===== src/rtl/bp_pht_scheduler_if.sv =====
// ---------------------------------------------------------------------------
// bp_pht_scheduler_if
// Bundles the three buses the PHT scheduler talks on:
//   pred_* : fetch-stage predict request and the prediction returned
//   upd_*  : execute-stage resolve updates (valid/ready handshake)
//   tbl_*  : single-ported synchronous PHT RAM access
// Modports:
//   master : the environment (fetch, execute, RAM) driving the scheduler
//   slave  : the scheduler itself
// ---------------------------------------------------------------------------
interface bp_pht_scheduler_if #(
  parameter int INDEX_W = 12
);
  logic               pred_req;
  logic [31:0]        pred_pc;
  logic               pred_ack;
  logic               pred_valid;
  logic               pred_taken;
  logic [1:0]         pred_ctr;
  logic [INDEX_W-1:0] pred_idx;
  logic [INDEX_W-1:0] pred_ghist;

  logic               upd_valid;
  logic               upd_ready;
  logic [INDEX_W-1:0] upd_idx;
  logic [1:0]         upd_ctr;
  logic [INDEX_W-1:0] upd_ghist;
  logic               upd_taken;
  logic               upd_mispredict;

  logic               tbl_en;
  logic               tbl_we;
  logic [INDEX_W-1:0] tbl_addr;
  logic [1:0]         tbl_wdata;
  logic [1:0]         tbl_rdata;

  modport master (
    output pred_req, pred_pc,
    input  pred_ack, pred_valid, pred_taken, pred_ctr, pred_idx, pred_ghist,
    output upd_valid, upd_idx, upd_ctr, upd_ghist, upd_taken, upd_mispredict,
    input  upd_ready,
    input  tbl_en, tbl_we, tbl_addr, tbl_wdata,
    output tbl_rdata
  );

  modport slave (
    input  pred_req, pred_pc,
    output pred_ack, pred_valid, pred_taken, pred_ctr, pred_idx, pred_ghist,
    input  upd_valid, upd_idx, upd_ctr, upd_ghist, upd_taken, upd_mispredict,
    output upd_ready,
    output tbl_en, tbl_we, tbl_addr, tbl_wdata,
    input  tbl_rdata
  );
endinterface


===== src/rtl/bp_pht_scheduler.sv =====
// ---------------------------------------------------------------------------
// bp_pht_scheduler
// Sequences a single-ported gshare PHT of 2-bit saturating counters held in
// an external synchronous RAM. After reset the whole table is written with
// INIT_CTR; afterwards each cycle carries at most one PHT op, chosen between
// fetch predict reads and buffered resolve-update writes. Also owns the
// speculative global history and repairs it on a mispredict.
// Ports:
//   clk, reset  : clock, synchronous active-high reset
//   bus (slave) : pred_*, upd_*, tbl_* buses (see bp_pht_scheduler_if)
//   ghist       : current speculative global history
//   init_done   : table initialisation finished (sticky until reset)
// ---------------------------------------------------------------------------
module bp_pht_scheduler #(
  parameter int         INDEX_W    = 12,
  parameter int         FIFO_DEPTH = 4,
  parameter logic [1:0] INIT_CTR   = 2'b10
) (
  input  logic                  clk,
  input  logic                  reset,
  bp_pht_scheduler_if.slave     bus,
  output logic [INDEX_W-1:0]    ghist,
  output logic                  init_done
);

  localparam int PTR_W = $clog2(FIFO_DEPTH);
  localparam int CNT_W = PTR_W + 1;
  localparam logic [CNT_W-1:0]   DEPTH_C   = CNT_W'(FIFO_DEPTH);
  localparam logic [INDEX_W-1:0] IDX_ZERO  = {INDEX_W{1'b0}};
  localparam logic [INDEX_W-1:0] IDX_LAST  = {INDEX_W{1'b1}};
  localparam logic [CNT_W-1:0]   CNT_ZERO  = {CNT_W{1'b0}};
  localparam logic [PTR_W-1:0]   PTR_ZERO  = {PTR_W{1'b0}};

  typedef enum logic [0:0] {
    ST_INIT = 1'b0,
    ST_RUN  = 1'b1
  } state_t;

  // Saturating 2-bit counter step towards the resolved outcome.
  function automatic logic [1:0] ctr_update(input logic [1:0] ctr, input logic taken);
    logic [1:0] res;
    if (taken) begin
      res = (ctr == 2'b11) ? 2'b11 : ctr + 2'b01;
    end else begin
      res = (ctr == 2'b00) ? 2'b00 : ctr - 2'b01;
    end
    return res;
  endfunction

  state_t             state_r, state_next_s;
  logic [INDEX_W-1:0] init_ptr_r;
  logic               init_done_r;

  logic [INDEX_W-1:0] fifo_idx_r [FIFO_DEPTH];
  logic [1:0]         fifo_ctr_r [FIFO_DEPTH];
  logic [PTR_W-1:0]   wr_ptr_r, rd_ptr_r;
  logic [CNT_W-1:0]   count_r;

  logic [INDEX_W-1:0] ghist_r, ghist_next_s;
  logic               pred_valid_r;
  logic [INDEX_W-1:0] pred_idx_r, pred_ghist_r;

  logic               upd_ready_s, push_s, pop_s, misp_acc_s, rd_s;
  logic [INDEX_W-1:0] idx_s;
  logic               tbl_en_s, tbl_we_s;
  logic [INDEX_W-1:0] tbl_addr_s;
  logic [1:0]         tbl_wdata_s;
  logic               unused_s;

  // Handshake qualification: updates are only taken while running.
  always_comb begin
    upd_ready_s = 1'b0;
    if (state_r == ST_RUN) begin
      upd_ready_s = (count_r < DEPTH_C);
    end else begin
      upd_ready_s = 1'b0;
    end
    push_s     = bus.upd_valid & upd_ready_s;
    misp_acc_s = push_s & bus.upd_mispredict;
  end

  // Next history: a mispredict repair beats the speculative shift; the read
  // index is formed from this value so a request meeting pred_valid already
  // sees the shifted history.
  always_comb begin
    ghist_next_s = ghist_r;
    if (misp_acc_s) begin
      ghist_next_s = {bus.upd_ghist[INDEX_W-2:0], bus.upd_taken};
    end else if (pred_valid_r) begin
      ghist_next_s = {ghist_r[INDEX_W-2:0], bus.tbl_rdata[1]};
    end else begin
      ghist_next_s = ghist_r;
    end
    idx_s = bus.pred_pc[INDEX_W+1:2] ^ ghist_next_s;
  end

  // Next-state and PHT port arbitration: full FIFO drains first so fetch
  // cannot starve updates, then predicts, then opportunistic drains.
  always_comb begin
    state_next_s = state_r;
    tbl_en_s     = 1'b0;
    tbl_we_s     = 1'b0;
    tbl_addr_s   = IDX_ZERO;
    tbl_wdata_s  = 2'b00;
    pop_s        = 1'b0;
    rd_s         = 1'b0;
    case (state_r)
      ST_INIT: begin
        tbl_en_s    = 1'b1;
        tbl_we_s    = 1'b1;
        tbl_addr_s  = init_ptr_r;
        tbl_wdata_s = INIT_CTR;
        if (init_ptr_r == IDX_LAST) begin
          state_next_s = ST_RUN;
        end else begin
          state_next_s = ST_INIT;
        end
      end
      ST_RUN: begin
        if (count_r == DEPTH_C) begin
          pop_s = 1'b1;
        end else if (bus.pred_req && !misp_acc_s) begin
          rd_s = 1'b1;
        end else if (count_r != CNT_ZERO) begin
          pop_s = 1'b1;
        end else begin
          pop_s = 1'b0;
        end
        if (pop_s) begin
          tbl_en_s    = 1'b1;
          tbl_we_s    = 1'b1;
          tbl_addr_s  = fifo_idx_r[rd_ptr_r];
          tbl_wdata_s = fifo_ctr_r[rd_ptr_r];
        end else if (rd_s) begin
          tbl_en_s    = 1'b1;
          tbl_we_s    = 1'b0;
          tbl_addr_s  = idx_s;
        end else begin
          tbl_en_s    = 1'b0;
        end
      end
      default: begin
        state_next_s = ST_INIT;
      end
    endcase
  end

  // State register, init sweep pointer and sticky init-done flag.
  always_ff @(posedge clk) begin
    if (reset) begin
      state_r     <= ST_INIT;
      init_ptr_r  <= IDX_ZERO;
      init_done_r <= 1'b0;
    end else begin
      state_r <= state_next_s;
      if (state_r == ST_INIT) begin
        init_ptr_r <= init_ptr_r + INDEX_W'(1'b1);
        if (init_ptr_r == IDX_LAST) begin
          init_done_r <= 1'b1;
        end
      end
    end
  end

  // FIFO pointers and occupancy; a simultaneous push and pop cancel out.
  always_ff @(posedge clk) begin
    if (reset) begin
      wr_ptr_r <= PTR_ZERO;
      rd_ptr_r <= PTR_ZERO;
      count_r  <= CNT_ZERO;
    end else begin
      if (push_s) begin
        wr_ptr_r <= wr_ptr_r + PTR_W'(1'b1);
      end
      if (pop_s) begin
        rd_ptr_r <= rd_ptr_r + PTR_W'(1'b1);
      end
      case ({push_s, pop_s})
        2'b10:   count_r <= count_r + CNT_W'(1'b1);
        2'b01:   count_r <= count_r - CNT_W'(1'b1);
        default: count_r <= count_r;
      endcase
    end
  end

  // FIFO storage holds the already-updated counter; contents need no reset.
  always_ff @(posedge clk) begin
    if (push_s) begin
      fifo_idx_r[wr_ptr_r] <= bus.upd_idx;
      fifo_ctr_r[wr_ptr_r] <= ctr_update(bus.upd_ctr, bus.upd_taken);
    end
  end

  // History and prediction tracking registers.
  always_ff @(posedge clk) begin
    if (reset) begin
      ghist_r      <= IDX_ZERO;
      pred_valid_r <= 1'b0;
      pred_idx_r   <= IDX_ZERO;
      pred_ghist_r <= IDX_ZERO;
    end else begin
      ghist_r      <= ghist_next_s;
      pred_valid_r <= rd_s;
      if (rd_s) begin
        pred_idx_r   <= idx_s;
        pred_ghist_r <= ghist_next_s;
      end
    end
  end

  // The counter arrives straight from the RAM in the pred_valid cycle, so it
  // is gated rather than registered to keep the one-cycle read latency.
  assign bus.pred_ack   = rd_s;
  assign bus.pred_valid = pred_valid_r;
  assign bus.pred_ctr   = pred_valid_r ? bus.tbl_rdata : 2'b00;
  assign bus.pred_taken = pred_valid_r & bus.tbl_rdata[1];
  assign bus.pred_idx   = pred_idx_r;
  assign bus.pred_ghist = pred_ghist_r;
  assign bus.upd_ready  = upd_ready_s;
  assign bus.tbl_en     = tbl_en_s;
  assign bus.tbl_we     = tbl_we_s;
  assign bus.tbl_addr   = tbl_addr_s;
  assign bus.tbl_wdata  = tbl_wdata_s;
  assign ghist          = ghist_r;
  assign init_done      = init_done_r;

  assign unused_s = ^{bus.pred_pc[31:INDEX_W+2], bus.pred_pc[1:0], bus.upd_ghist[INDEX_W-1]};

endmodule


===== src/flat_wrapper.sv =====
// flat-port wrapper written by rule: the top's interface ports become plain ports
module bp_pht_scheduler_flat 
#(
  parameter int         INDEX_W    = 12,
  parameter int         FIFO_DEPTH = 4,
  parameter logic [1:0] INIT_CTR   = 2'b10
)
  (clk, reset, ghist, init_done, bus_pred_req, bus_pred_pc, bus_pred_ack, bus_pred_valid, bus_pred_taken, bus_pred_ctr, bus_pred_idx, bus_pred_ghist, bus_upd_valid, bus_upd_idx, bus_upd_ctr, bus_upd_ghist, bus_upd_taken, bus_upd_mispredict, bus_upd_ready, bus_tbl_en, bus_tbl_we, bus_tbl_addr, bus_tbl_wdata, bus_tbl_rdata);
  bp_pht_scheduler_if #(.INDEX_W(INDEX_W)) bus_i ();
  input  logic clk;
  input  logic reset;
  output logic [INDEX_W-1:0] ghist;
  output logic init_done;
  input wire logic [$bits(bus_i.pred_req)-1:0] bus_pred_req;
  input wire logic [$bits(bus_i.pred_pc)-1:0] bus_pred_pc;
  output wire logic [$bits(bus_i.pred_ack)-1:0] bus_pred_ack;
  output wire logic [$bits(bus_i.pred_valid)-1:0] bus_pred_valid;
  output wire logic [$bits(bus_i.pred_taken)-1:0] bus_pred_taken;
  output wire logic [$bits(bus_i.pred_ctr)-1:0] bus_pred_ctr;
  output wire logic [$bits(bus_i.pred_idx)-1:0] bus_pred_idx;
  output wire logic [$bits(bus_i.pred_ghist)-1:0] bus_pred_ghist;
  input wire logic [$bits(bus_i.upd_valid)-1:0] bus_upd_valid;
  input wire logic [$bits(bus_i.upd_idx)-1:0] bus_upd_idx;
  input wire logic [$bits(bus_i.upd_ctr)-1:0] bus_upd_ctr;
  input wire logic [$bits(bus_i.upd_ghist)-1:0] bus_upd_ghist;
  input wire logic [$bits(bus_i.upd_taken)-1:0] bus_upd_taken;
  input wire logic [$bits(bus_i.upd_mispredict)-1:0] bus_upd_mispredict;
  output wire logic [$bits(bus_i.upd_ready)-1:0] bus_upd_ready;
  output wire logic [$bits(bus_i.tbl_en)-1:0] bus_tbl_en;
  output wire logic [$bits(bus_i.tbl_we)-1:0] bus_tbl_we;
  output wire logic [$bits(bus_i.tbl_addr)-1:0] bus_tbl_addr;
  output wire logic [$bits(bus_i.tbl_wdata)-1:0] bus_tbl_wdata;
  input wire logic [$bits(bus_i.tbl_rdata)-1:0] bus_tbl_rdata;
  assign bus_i.pred_req = bus_pred_req;
  assign bus_i.pred_pc = bus_pred_pc;
  assign bus_pred_ack = bus_i.pred_ack;
  assign bus_pred_valid = bus_i.pred_valid;
  assign bus_pred_taken = bus_i.pred_taken;
  assign bus_pred_ctr = bus_i.pred_ctr;
  assign bus_pred_idx = bus_i.pred_idx;
  assign bus_pred_ghist = bus_i.pred_ghist;
  assign bus_i.upd_valid = bus_upd_valid;
  assign bus_i.upd_idx = bus_upd_idx;
  assign bus_i.upd_ctr = bus_upd_ctr;
  assign bus_i.upd_ghist = bus_upd_ghist;
  assign bus_i.upd_taken = bus_upd_taken;
  assign bus_i.upd_mispredict = bus_upd_mispredict;
  assign bus_upd_ready = bus_i.upd_ready;
  assign bus_tbl_en = bus_i.tbl_en;
  assign bus_tbl_we = bus_i.tbl_we;
  assign bus_tbl_addr = bus_i.tbl_addr;
  assign bus_tbl_wdata = bus_i.tbl_wdata;
  assign bus_i.tbl_rdata = bus_tbl_rdata;
  bp_pht_scheduler #(.INDEX_W(INDEX_W), .FIFO_DEPTH(FIFO_DEPTH), .INIT_CTR(INIT_CTR)) u_core (.clk(clk), .reset(reset), .bus(bus_i), .ghist(ghist), .init_done(init_done));
endmodule

===== config.mk =====
export PLATFORM = sky130hd
export DESIGN_NAME = bp_pht_scheduler_flat
export DESIGN_NICKNAME = d
export VERILOG_FILES = /design/src/rtl/bp_pht_scheduler_if.sv /design/src/rtl/bp_pht_scheduler.sv /design/src/flat_wrapper.sv
export SDC_FILE = /design/constraint.sdc
export NUM_CORES = 1
export LEC_CHECK = 0
export ABC_AREA = 1
export BUFFER_PORTS_ARGS = -buffer_cell sky130_fd_sc_hd__buf_2
export CELL_PAD_IN_SITES_DETAIL_PLACEMENT = 0
export CELL_PAD_IN_SITES_GLOBAL_PLACEMENT = 1
export CORE_MARGIN = 5
export CORE_UTILIZATION = 25
export CTS_CLUSTER_SIZE = 20
export DETAILED_ROUTE_END_ITERATION = 10
export GPL_TIMING_DRIVEN = 0
export PLACE_DENSITY = 0.66
export SLEW_MARGIN = 20
export SYNTH_ARGS = -nofsm -noshare
export SYNTH_HDL_FRONTEND = slang
export SYNTH_SLANG_ARGS = --single-unit

===== constraint.sdc =====
create_clock -name clk -period 4.7 [get_ports clk]
set_input_delay 0.235 -clock clk [delete_from_list [all_inputs] [get_ports clk]]
set_output_delay 0.235 -clock clk [all_outputs]
set_load 0.1 [all_outputs]

==> flow_metrics.tcl, run 1 <==
set metrics [dict create \
    yosysTopAreaCell "edfxtp_1" \
    rr_startpoint "u_core.state_r$_SDFF_PP0_" \
    syn_inst 692 \
    drt-initial-drc-count 271 \
    grt_max_degree 17 \
    ant_nets 0 \
    clkSinkCount 116 \
    critPathRequiredTime_ns 4.47 \
    grt_pass1_wl_mm 26.4 \
    endpoint "bus_tbl_addr[4]" \
    busiest_layer "met2" \
    yosysSeqAreaShare_pct 52.7 \
    period_share_pct 60.3 \
    tritoncts "built" \
    ys_warn_count 0 \
    syn_nets 765 \
    drv_slew 0 \
    rr_worst_depth 5 \
    drv_cap 0 \
    hold_path_class "primary input to register" \
    worstSkewPairLatency_ns 0.42 \
    crit_start "u_core.count_r[2]$_SDFFE_PP0P_" \
    nets 889 \
    place_inst 1077 \
    p_clk_share_pct 52.8 \
    yosysMostFrequentCell "nand2_1" \
    slew_headroom_pct 40.9 \
    synth-seq-cells 116 \
    fp.dieH_um 158 \
    ir_drop_mv 0.231 \
    fill_cells 2320 \
    synth_edf_count 56 \
    core_area_sq_um 21700 \
    synth.distinct_cells 28 \
    die_w_um 158 \
    tightest_slew_ns 0.886 \
    ys_top_cells_by_count "nand2_1, inv_1, nand3_1, nor2_1, dfxtp_1" \
    viasPerCell 4.47 \
    layout-drive-gt1-share_pct 19.5 \
    synthesis.area_sq_um 5470 \
    wl_mm 17.7 \
    gp_congestion 0.835 \
    p_comb_share_pct 3.8 \
    power_leakage_nw 3.09 \
    cts-hold-fix-buffers 0 \
    fp.dieArea_sq_um 24900 \
    initial_utilization_pct 25.2 \
    outcome "completed" \
    overflow 0 \
    ctsResizeCount 0 \
    timing.reg2reg.setup_slack_ns 2.22 \
    drc 0 \
    io_buffers 102 \
    clock_tree.root_cell "clkbuf_16" \
    cp-start-kind "register" \
    setup_viol 0 \
    wl_per_cell_um 15.9 \
    p_int_w 0.00192 \
    syn_avg_cell_area_sq_um 7.90 \
    timing.fmax_mhz 353 \
    setup_tns_ns 0 \
    use_met2_pct 22.9 \
    grtUsageMet1_pct 18.1 \
    grt_pass1_vias 4720 \
    power_density_nw_per_um2 351 \
    postCtsSetupRepairBufs 0 \
    num_antenna_cells 0 \
    synth_top_area_share_pct 30.7 \
    reg2reg_to "u_core.fifo_idx_r[2][1]$_DFFE_PP_" \
    area_growth_pct 27.5 \
    clk_pin_slew_ns 0.06 \
    hpwl_mm 13.3 \
    vias 4952 \
    grt_use_total_pct 14.2 \
    firstDrtPassIters 5 \
    seq_power_share_pct 43.5 \
    clock_skew_ns 0.00902 \
    crit_fanout 10 \
    critPathKind "register to primary output" \
    cp.arrival_ns 2.60 \
    final_cells 1109 \
    fin_crit_ns 2.83 \
    sw_frac_of_total_pct 21.8 \
    clk_path_buf_depth 2 \
    antenna_found_initial 2 \
    synthTopCellsByArea "edfxtp_1, dfxtp_1, nand2_1, inv_1, nand3_1" \
    ios 125 \
    hold_viol_final 0 \
    switchingPower_w 0.000533 \
    row_count 54 \
    grt_util_met3_pct 4.67 \
    htree_num_levels 4 \
    ys.flop_type "dfxtp_1" \
    rsz0062_at_grt "no" \
    endpoint_kind "primary output" \
    cts_buffers 17 \
    async_flop_share_pct 0 \
]
## critical path, stage by stage (launching register included)
cell and delay [ns]:
dfxtp_1 0.37, inv_2 0.07, nand4_2 0.13, clkbuf_1 0.48
nand2_1 0.14, nand3_1 0.15, nand3_1 0.11, a21oi_1 0.25
buf_2 0.47
## placed cells by master (no fill, tap or decap), types with 3 or more instances in the layout
| cell type | Yosys | routed |
|---|---|---|
| a21oi_1 | 57 | 57 |
| buf_1 | 4 | 4 |
| buf_2 | 11 | 113 |
| bufinv_16 | 0 | 3 |
| clkbuf_1 | 16 | 17 |
| clkbuf_16 | 0 | 17 |
| clkinv_2 | 0 | 4 |
| clkinv_4 | 0 | 3 |
| clkinvlp_4 | 0 | 3 |
| dfxtp_1 | 60 | 60 |
| edfxtp_1 | 56 | 56 |
| ha_1 | 6 | 6 |
| inv_1 | 96 | 96 |
| inv_2 | 4 | 4 |
| nand2_1 | 154 | 154 |
| nand3_1 | 66 | 66 |
| nand4_1 | 21 | 21 |
| nor2_1 | 66 | 62 |
| nor2_2 | 2 | 6 |
| nor3_1 | 5 | 5 |
| o21ai_0 | 50 | 50 |
| o22ai_1 | 4 | 4 |
## power groups by stage
| stage | Sequential (W) | Clock (W) | Combinational [W] |
|---|---|---|---|
| final | 0.00106 | 0.00129 | 0.0000923 |
| after global routing | 0.00106 | 0.00136 | 0.000101 |
| after CTS | 0.00106 | 0.00131 | 0.0000935 |
| after detailed placement | 0.00108 | 0 | 0.0000933 |
| after global placement | 0.00108 | 0 | 0.0000924 |
| after floorplan | 0.00108 | 0 | 0.0000470 |
## state kept, by name (all words and copies together) (netlist names), named ones only
register	cells
u_core.ghist	12
u_core.count_r	3
u_core.fifo_idx_r	48
u_core.state_r	1
u_core.bus.pred_valid	1
u_core.fifo_ctr_r	8
u_core.rd_ptr_r	2
u_core.bus.pred_idx	12
u_core.init_ptr_r	12
u_core.bus.pred_ghist	12
u_core.wr_ptr_r	2
u_core.init_done	1
## cells by family (layout without fill, tap and decap cells)
| family | after synthesis | count (layout) | synth area share (%) |
|---|---|---|---|
| AND/OR/NAND/NOR | 317 | 317 | 24.7 |
| buffers and inverters | 134 | 271 | 9.58 |
| AO/OA/AOI/OAI | 117 | 117 | 11.1 |
| flip-flops | 116 | 116 | 52.7 |
| adder cells (fa/ha/maj) | 7 | 7 | 1.74 |
| XOR/XNOR | 1 | 1 | 0.160 |
## worst min path at each step
stage	depth (start not counted)	slack [ns]	from	endpoint
2_1_floorplan	0	0.33	bus_upd_idx[0]	u_core.fifo_idx_r[0][0]$_DFFE_PP_
3_3_place_gp	1	0.45	bus_upd_idx[3]	u_core.fifo_idx_r[3][3]$_DFFE_PP_
3_5_place_dp	1	0.45	bus_upd_idx[2]	u_core.fifo_idx_r[3][2]$_DFFE_PP_
4_1_cts	1	0.01	bus_upd_idx[11]	u_core.fifo_idx_r[1][11]$_DFFE_PP_
5_1_grt	1	0.01	bus_upd_idx[2]	u_core.fifo_idx_r[3][2]$_DFFE_PP_
6_report	1	0.03	bus_upd_idx[11]	u_core.fifo_idx_r[1][11]$_DFFE_PP_
## final cells by class
| class | instances | area, sq um | share of cell area [%] |
|---|---|---|---|
| inverter | 101 | 379 | 5.44 |
| timing repair buffer | 105 | 552 | 7.91 |
| sequential | 116 | 2880 | 41.3 |
| clock inverter | 14 | 163 | 2.33 |
| clock buffer | 18 | 429 | 6.15 |
| tap | 280 | 350 | 5.02 |
| buffer | 33 | 145 | 2.08 |
| multi-input combinational | 442 | 2070 | 29.7 |
## per-stage QoR
step | util (%) | area [sq um] | hold slack, ns | setup slack [ns] | power (W)
floorplan | - | 5470 | 0.334 | 1.05 | 0.00113
global route | 32.2 | 6970 | 0.0138 | 1.62 | 0.00252
detailed placement | 29.4 | 6380 | 0.452 | 2.18 | 0.00118
finish | 32.2 | 6970 | 0.0297 | 1.87 | 0.00245
CTS | 32.2 | 6970 | 0.0115 | 1.80 | 0.00247
global placement | 29.2 | 6330 | 0.451 | 1.73 | 0.00118
## layer usage
metal	part of all wire [%]	routed length, um
met2	48	8510
met4	1.6	286
met5	0.15	27
met1	45	8000
met3	4.7	834
Power figures use the tool's default switching activity.
==> run 2: changes to the inputs <==
ABC_AREA = 0   (was 1)
PLACE_DENSITY = 0.65   (was 0.66)
clock period = 2.5 ns   (was 4.7 ns; I/O delays follow)
==> run 2 against run 1 <==
- clock skew down 0.00080 ns
- flip-flop and latch count unchanged
- total power up 84%
- synthesized cell count down 41%
- combinational power up 110%
- register-to-register slack worse by 2.1 ns
- cell area unchanged
- first-iteration DRC count down 11%
- sequential power up 89%
- clock power up 79%
- global-route usage down 1.6 points
- critical endpoint is now bus_tbl_addr[11]
- largest cell class unchanged
- largest power group unchanged
==> flow_metrics.tcl, run 2 <==
set metrics [dict create \
    outcome "completed" \
    seq_power_share_pct 44.4 \
    syn_avg_cell_area_sq_um 12.1 \
    grt_max_degree 17 \
    cp.arrival_ns 2.26 \
    hpwl_mm 10.4 \
    final_common_cell "buf_2" \
    synthesis.area_sq_um 4950 \
    endpoint_kind "primary output" \
    drv_cap 0 \
    hold_viol_final 0 \
    die_w_um 151 \
    grt_pass1_vias 3795 \
    viasPerCell 4.43 \
    gp_congestion 0.788 \
    yosysMostFrequentCell "dfxtp_1" \
    ant_nets 0 \
    overflow 0 \
    fin_crit_ns 2.38 \
    nets 620 \
    drc 0 \
    clkSinkCount 116 \
    ys_top_cells_by_count "dfxtp_1, edfxtp_1, nor2_1, nand2_1, a21oi_1" \
    critPathRequiredTime_ns 2.38 \
    drt-initial-drc-count 241 \
    sw_frac_of_total_pct 21.8 \
    fin_area_sq_um 6970 \
    initial_utilization_pct 25.4 \
    fp.dieArea_sq_um 22700 \
    grt_use_total_pct 12.6 \
    ir_drop_mv 0.469 \
    tritoncts "built" \
    ios 125 \
    switchingPower_w 0.000981 \
    fp.dieH_um 151 \
    largest_register "u_core.fifo_idx_r" \
    fill_cells 1892 \
    setup_viol 0 \
    clk_pin_slew_ns 0.05 \
    cp-start-kind "register" \
    critPathKind "register to primary output" \
    core_area_sq_um 19500 \
    rsz0062_at_grt "no" \
    async_flop_share_pct 0 \
    syn_inst 408 \
    synthTopCellsByArea "edfxtp_1, dfxtp_1, mux4_2, nor2_1, mux2i_1" \
    p_int_w 0.00352 \
    timing.fmax_mhz 420 \
    wl_mm 14.0 \
    grt_pass1_wl_mm 21.7 \
    period_share_pct 95.3 \
    vias 3648 \
    yosysSeqAreaShare_pct 58.3 \
    antenna_found_initial 1 \
    p_clk_share_pct 51.3 \
    tightest_slew_ns 0.788 \
    firstDrtPassIters 4 \
    num_antenna_cells 0 \
    hold_path_class "primary input to register" \
    ys_warn_count 0 \
    slew_headroom_pct 47.5 \
    power_leakage_nw 2.57 \
    io_buffers 102 \
    ys.flop_type "dfxtp_1" \
    clk_path_buf_depth 2 \
    p_comb_share_pct 4.2 \
    final_util_pct 35.8 \
    syn_nets 481 \
    largest_reg_flops 48 \
    wl_per_cell_um 17.0 \
    synth_edf_count 56 \
    crit_fanout 9 \
    place_inst 775 \
    clock_skew_ns 0.00823 \
    dpl_cell_area_sq_um 5900 \
    row_count 51 \
    clock_tree.root_cell "clkbuf_16" \
    htree_num_levels 4 \
    synth_top_area_share_pct 34.0 \
    total_power_w 0.00450 \
    layout-drive-gt1-share_pct 39.2 \
    cts_buffers 17 \
    area_growth_pct 41.0 \
    fin_ws_ns 0.118 \
    power_density_nw_per_um2 645 \
    synth.distinct_cells 48 \
    synth-seq-cells 116 \
    final_cells 824 \
    yosysTopAreaCell "edfxtp_1" \
    drv_slew 0 \
    post-place-ws_ns -0.357 \
    worstSkewPairLatency_ns 0.41 \
    final_cell_mix "buf_2, dfxtp_1, edfxtp_1" \
]
-- run 2: layout make-up --
class	count	area, sq um	area share [%]
plain buffers	23	180	2.58
clock buffers	17	425	6.10
clock inverters	14	139	1.99
inverters	12	58.8	0.843
multi-input cells	256	2130	30.6
flip-flops and latches	116	2890	41.4
well taps	265	332	4.75
repair buffers	121	818	11.7
-- run 2: logic make-up after synthesis --
logic type / count (synthesis) / share of synthesized area, %
simple gates: 128 / 12.2
fa+ha+maj: 9 / 2.33
mux: 35 / 10.6
xor+xnor: 24 / 4.25
buf+inv: 36 / 4.05
compound gates: 60 / 8.30
flops: 116 / 58.3
-- run 2: layer usage --
| metal | vias to the layer above | global-route usage, % | part of all wire (%) | wire [um] |
|---|---|---|---|---|
| li1 | 1745 | - | - | - |
| met1 | 1769 | 17.0 | 46 | 6510 |
| met2 | 112 | 19.6 | 45 | 6330 |
| met3 | 20 | 3.85 | 6.7 | 933 |
| met4 | 2 | 3.94 | 1.6 | 231 |
| met5 | - | 0 | 0.050 | 7 |
-- run 2: worst paths after layout --
check / from / cells after the start / to / slack (ns)
worst max register to register: u_core.state_r$_SDFF_PP0_ / 11 / u_core.count_r[2]$_SDFFE_PP0P_ / 0.15
worst min register to register: u_core.bus.pred_ghist[10]$_SDFFE_PP0P_ / 2 / u_core.bus.pred_ghist[10]$_SDFFE_PP0P_ / 0.46
worst max-delay path: u_core.state_r$_SDFF_PP0_ / 10 / bus_tbl_addr[11] / 0.12
worst min-delay path: bus_upd_ghist[5] / 3 / u_core.ghist[6]$_SDFF_PP0_ / 0.01
-- run 2: power groups by stage --
stage,logic (W),registers (W),clock network (W)
CTS,0.000190,0.00200,0.00234
floorplan,0.0000826,0.00204,0
finish,0.000190,0.00200,0.00231
detailed placement,0.000158,0.00204,0
global placement,0.000153,0.00204,0
global route,0.000204,0.00200,0.00244
-- run 2: worst max-delay path, cell delays in order, from the launching register on --
cell      delay [ns]
dfxtp_1         0.30
buf_6           0.13
and4b_4         0.20
buf_6           0.13
or3_1           0.32
buf_6           0.16
clkinv_8        0.07
buf_8           0.12
nand2_1         0.12
nand3_2         0.13
buf_12          0.18
-- run 2: through the flow --
step	hold slack (ns)	TNS, ns
detailed placement	0.348	-0.928
global route	0.0257	0
finish	0.0149	0
CTS	0.0115	0
floorplan	0.224	-0.0133
global placement	0.340	-0.836
-- run 2: repair_timing --
action	4_1_cts	5_1_grt
pin swaps	2	2
setup endpoints to repair	17	16
setup buffers	2	4
cloned	0	0
hold buffers	13	0
endpoints found under the hold margin	49	0
gates resized for setup	61	19
==> run 3: changes to the inputs <==
CORE_MARGIN = 2   (was 5)
==> run 3 against run 2 <==
- clock power about the same
- flip-flop and latch count unchanged
- critical path depth decreased by 4
- utilization about the same
- global-route usage increased by 0.94 points
- worst hold slack improved by 0.0011 ns
- non-clock buffer count unchanged
- sequential power about the same
- die area decreased by 7.8%
- fmax decreased by 1.7%
- highest routed layer unchanged
==> flow_metrics.tcl, run 3 (synthesis gave the netlist of run 2 again) <==
set metrics [dict create \
    outcome "completed" \
    nets 620 \
    clock_tree.root_cell "clkbuf_16" \
    die_w_um 145 \
    power_density_nw_per_um2 640 \
    p_clk_share_pct 51.0 \
    hp-start "bus_upd_ghist[6]" \
    ant_nets 0 \
    ios 125 \
    io_buffers 102 \
    fin_crit_ns 2.42 \
    tightest_slew_ns 0.794 \
    crit_fanout 10 \
    p_int_w 0.00344 \
    hpwl_mm 10.0 \
    row_count 51 \
    critPathKind "register to primary output" \
    wl_per_cell_um 16.6 \
    final_common_cell "buf_2" \
    overflow 0 \
    timing.reg2reg.setup_slack_ns 0.13 \
    antenna_found_initial 1 \
    fp.dieArea_sq_um 20900 \
    layout-drive-gt1-share_pct 39.6 \
    grt_max_degree 17 \
    fin_ws_ns 0.0774 \
    cp-start-kind "register" \
    htree_num_levels 4 \
    setup_viol 0 \
    slew_headroom_pct 47.0 \
    clk_pin_slew_ns 0.06 \
    slowest_stage "dfxtp_4" \
    gp_congestion 0.757 \
    final_cell_mix "buf_2, dfxtp_1, edfxtp_1" \
    tritoncts "built" \
    seq_power_share_pct 44.8 \
    sw_frac_of_total_pct 23.0 \
    num_antenna_cells 0 \
    p_comb_share_pct 4.2 \
    core_area_sq_um 19500 \
    hold_viol_final 0 \
    drc 0 \
    endpoint_kind "primary output" \
    vias 3654 \
    cp.arrival_ns 2.30 \
    drv_cap 0 \
    grt_pass1_vias 3778 \
    min_to "u_core.ghist[7]$_SDFF_PP0_" \
    worstSkewPairLatency_ns 0.41 \
    min_path_cells 3 \
    grt_pass1_wl_mm 21.1 \
    fin_hold_ws_ns 0.0160 \
    timing.fmax_mhz 413 \
    drt-initial-drc-count 182 \
    cts_buffers 17 \
    wl_mm 13.7 \
    area_growth_pct 40.9 \
    initial_utilization_pct 25.4 \
    rr_startpoint "u_core.state_r$_SDFF_PP0_" \
    drv_slew 0 \
    reg2reg_to "u_core.count_r[2]$_SDFFE_PP0P_" \
    rr_worst_depth 11 \
    largest_register "u_core.fifo_idx_r" \
    power_leakage_nw 2.59 \
    largest_reg_flops 48 \
    fp.dieH_um 145 \
    critPathRequiredTime_ns 2.38 \
    firstDrtPassIters 4 \
    switchingPower_w 0.00103 \
    path_cells "buf_2, mux2_2, mux2i_2, xor2_2, o21ai_4, buf_6" \
    post-place-ws_ns -0.316 \
    clkSinkCount 116 \
    fill_cells 1934 \
    ir_drop_mv 0.538 \
    rsz0062_at_grt "yes" \
    worst_path_largest_cell_delay_ns 0.38 \
    period_share_pct 96.9 \
    clk_path_buf_depth 2 \
    grt_use_total_pct 13.6 \
    total_power_w 0.00446 \
    viasPerCell 4.43 \
    clock_skew_ns 0.00975 \
    hold_path_class "primary input to register" \
]
## run 3: worst max-delay path by stage
stage	start	to	slack (ns)	depth (start not counted)
floorplan	u_core.ghist[0]$_SDFF_PP0_	bus_tbl_addr[0]	-0.01	4
global placement	u_core.state_r$_SDFF_PP0_	u_core.count_r[2]$_SDFFE_PP0P_	-0.31	11
detailed placement	u_core.state_r$_SDFF_PP0_	u_core.count_r[2]$_SDFFE_PP0P_	-0.32	11
CTS	u_core.state_r$_SDFF_PP0_	bus_pred_ack	0.001	8
global route	u_core.state_r$_SDFF_PP0_	u_core.count_r[2]$_SDFFE_PP0P_	-0.04	11
finish	u_core.bus.pred_valid$_SDFF_PP0_	bus_tbl_addr[1]	0.08	6
## run 3: power by group through the flow
stage	Sequential [W]	Combinational [W]	Clock (W)
CTS	0.00200	0.000188	0.00232
finish	0.00200	0.000188	0.00228
detailed placement	0.00204	0.000157	0
floorplan	0.00204	0.0000826	0
global placement	0.00204	0.000154	0
global route	0.00200	0.000202	0.00242
## run 3: repair_timing
action,in CTS,in global routing
endpoints found under the setup margin,17,14
setup buffers,2,4
hold buffers,12,0
endpoints found under the hold margin,48,0
pin swaps,2,4
gates resized for setup,60,21
## run 3: final cells by class
class                           count  area, sq um  area share (%)
Sequential cell                   116         2890            41.4
Multi-Input combinational cell    256         2130            30.6
Timing Repair Buffer              120          813            11.7
Clock buffer                       17          425            6.10
Tap cell                          265          332            4.76
Buffer                             24          185            2.66
Clock inverter                     15          134            1.92
Inverter                           12         58.8           0.844
## run 3: critical path, delay by kind of cell, from the launching register on
family | cells | cell delay, ns
DFF | 1 | 0.38
AOI/OAI and AO/OA | 1 | 0.16
buffers and inverters | 2 | 0.51
muxes | 2 | 0.67
xor gates and xnor gates | 1 | 0.17
## run 3: metrics by stage
step           TNS [ns]  std cells  instance area [sq um]  util, %
2_1_floorplan   -0.0133        408                   5060        -
3_3_place_gp     -0.865        775                   5900     30.3
6_report              0        825                   6970     35.8
4_1_cts               0        821                   6850     35.2
3_5_place_dp     -0.807        775                   5900     30.3
5_1_grt         -0.0402        825                   6970     35.8
## run 3: routing by layer
layer	GRT usage, %	wire length (um)	vias to the layer above
met4	3.73	64	2
li1	-	-	1754
met3	3.69	692	8
met5	0	13	-
met1	18.2	6470	1788
met2	21.7	6480	102
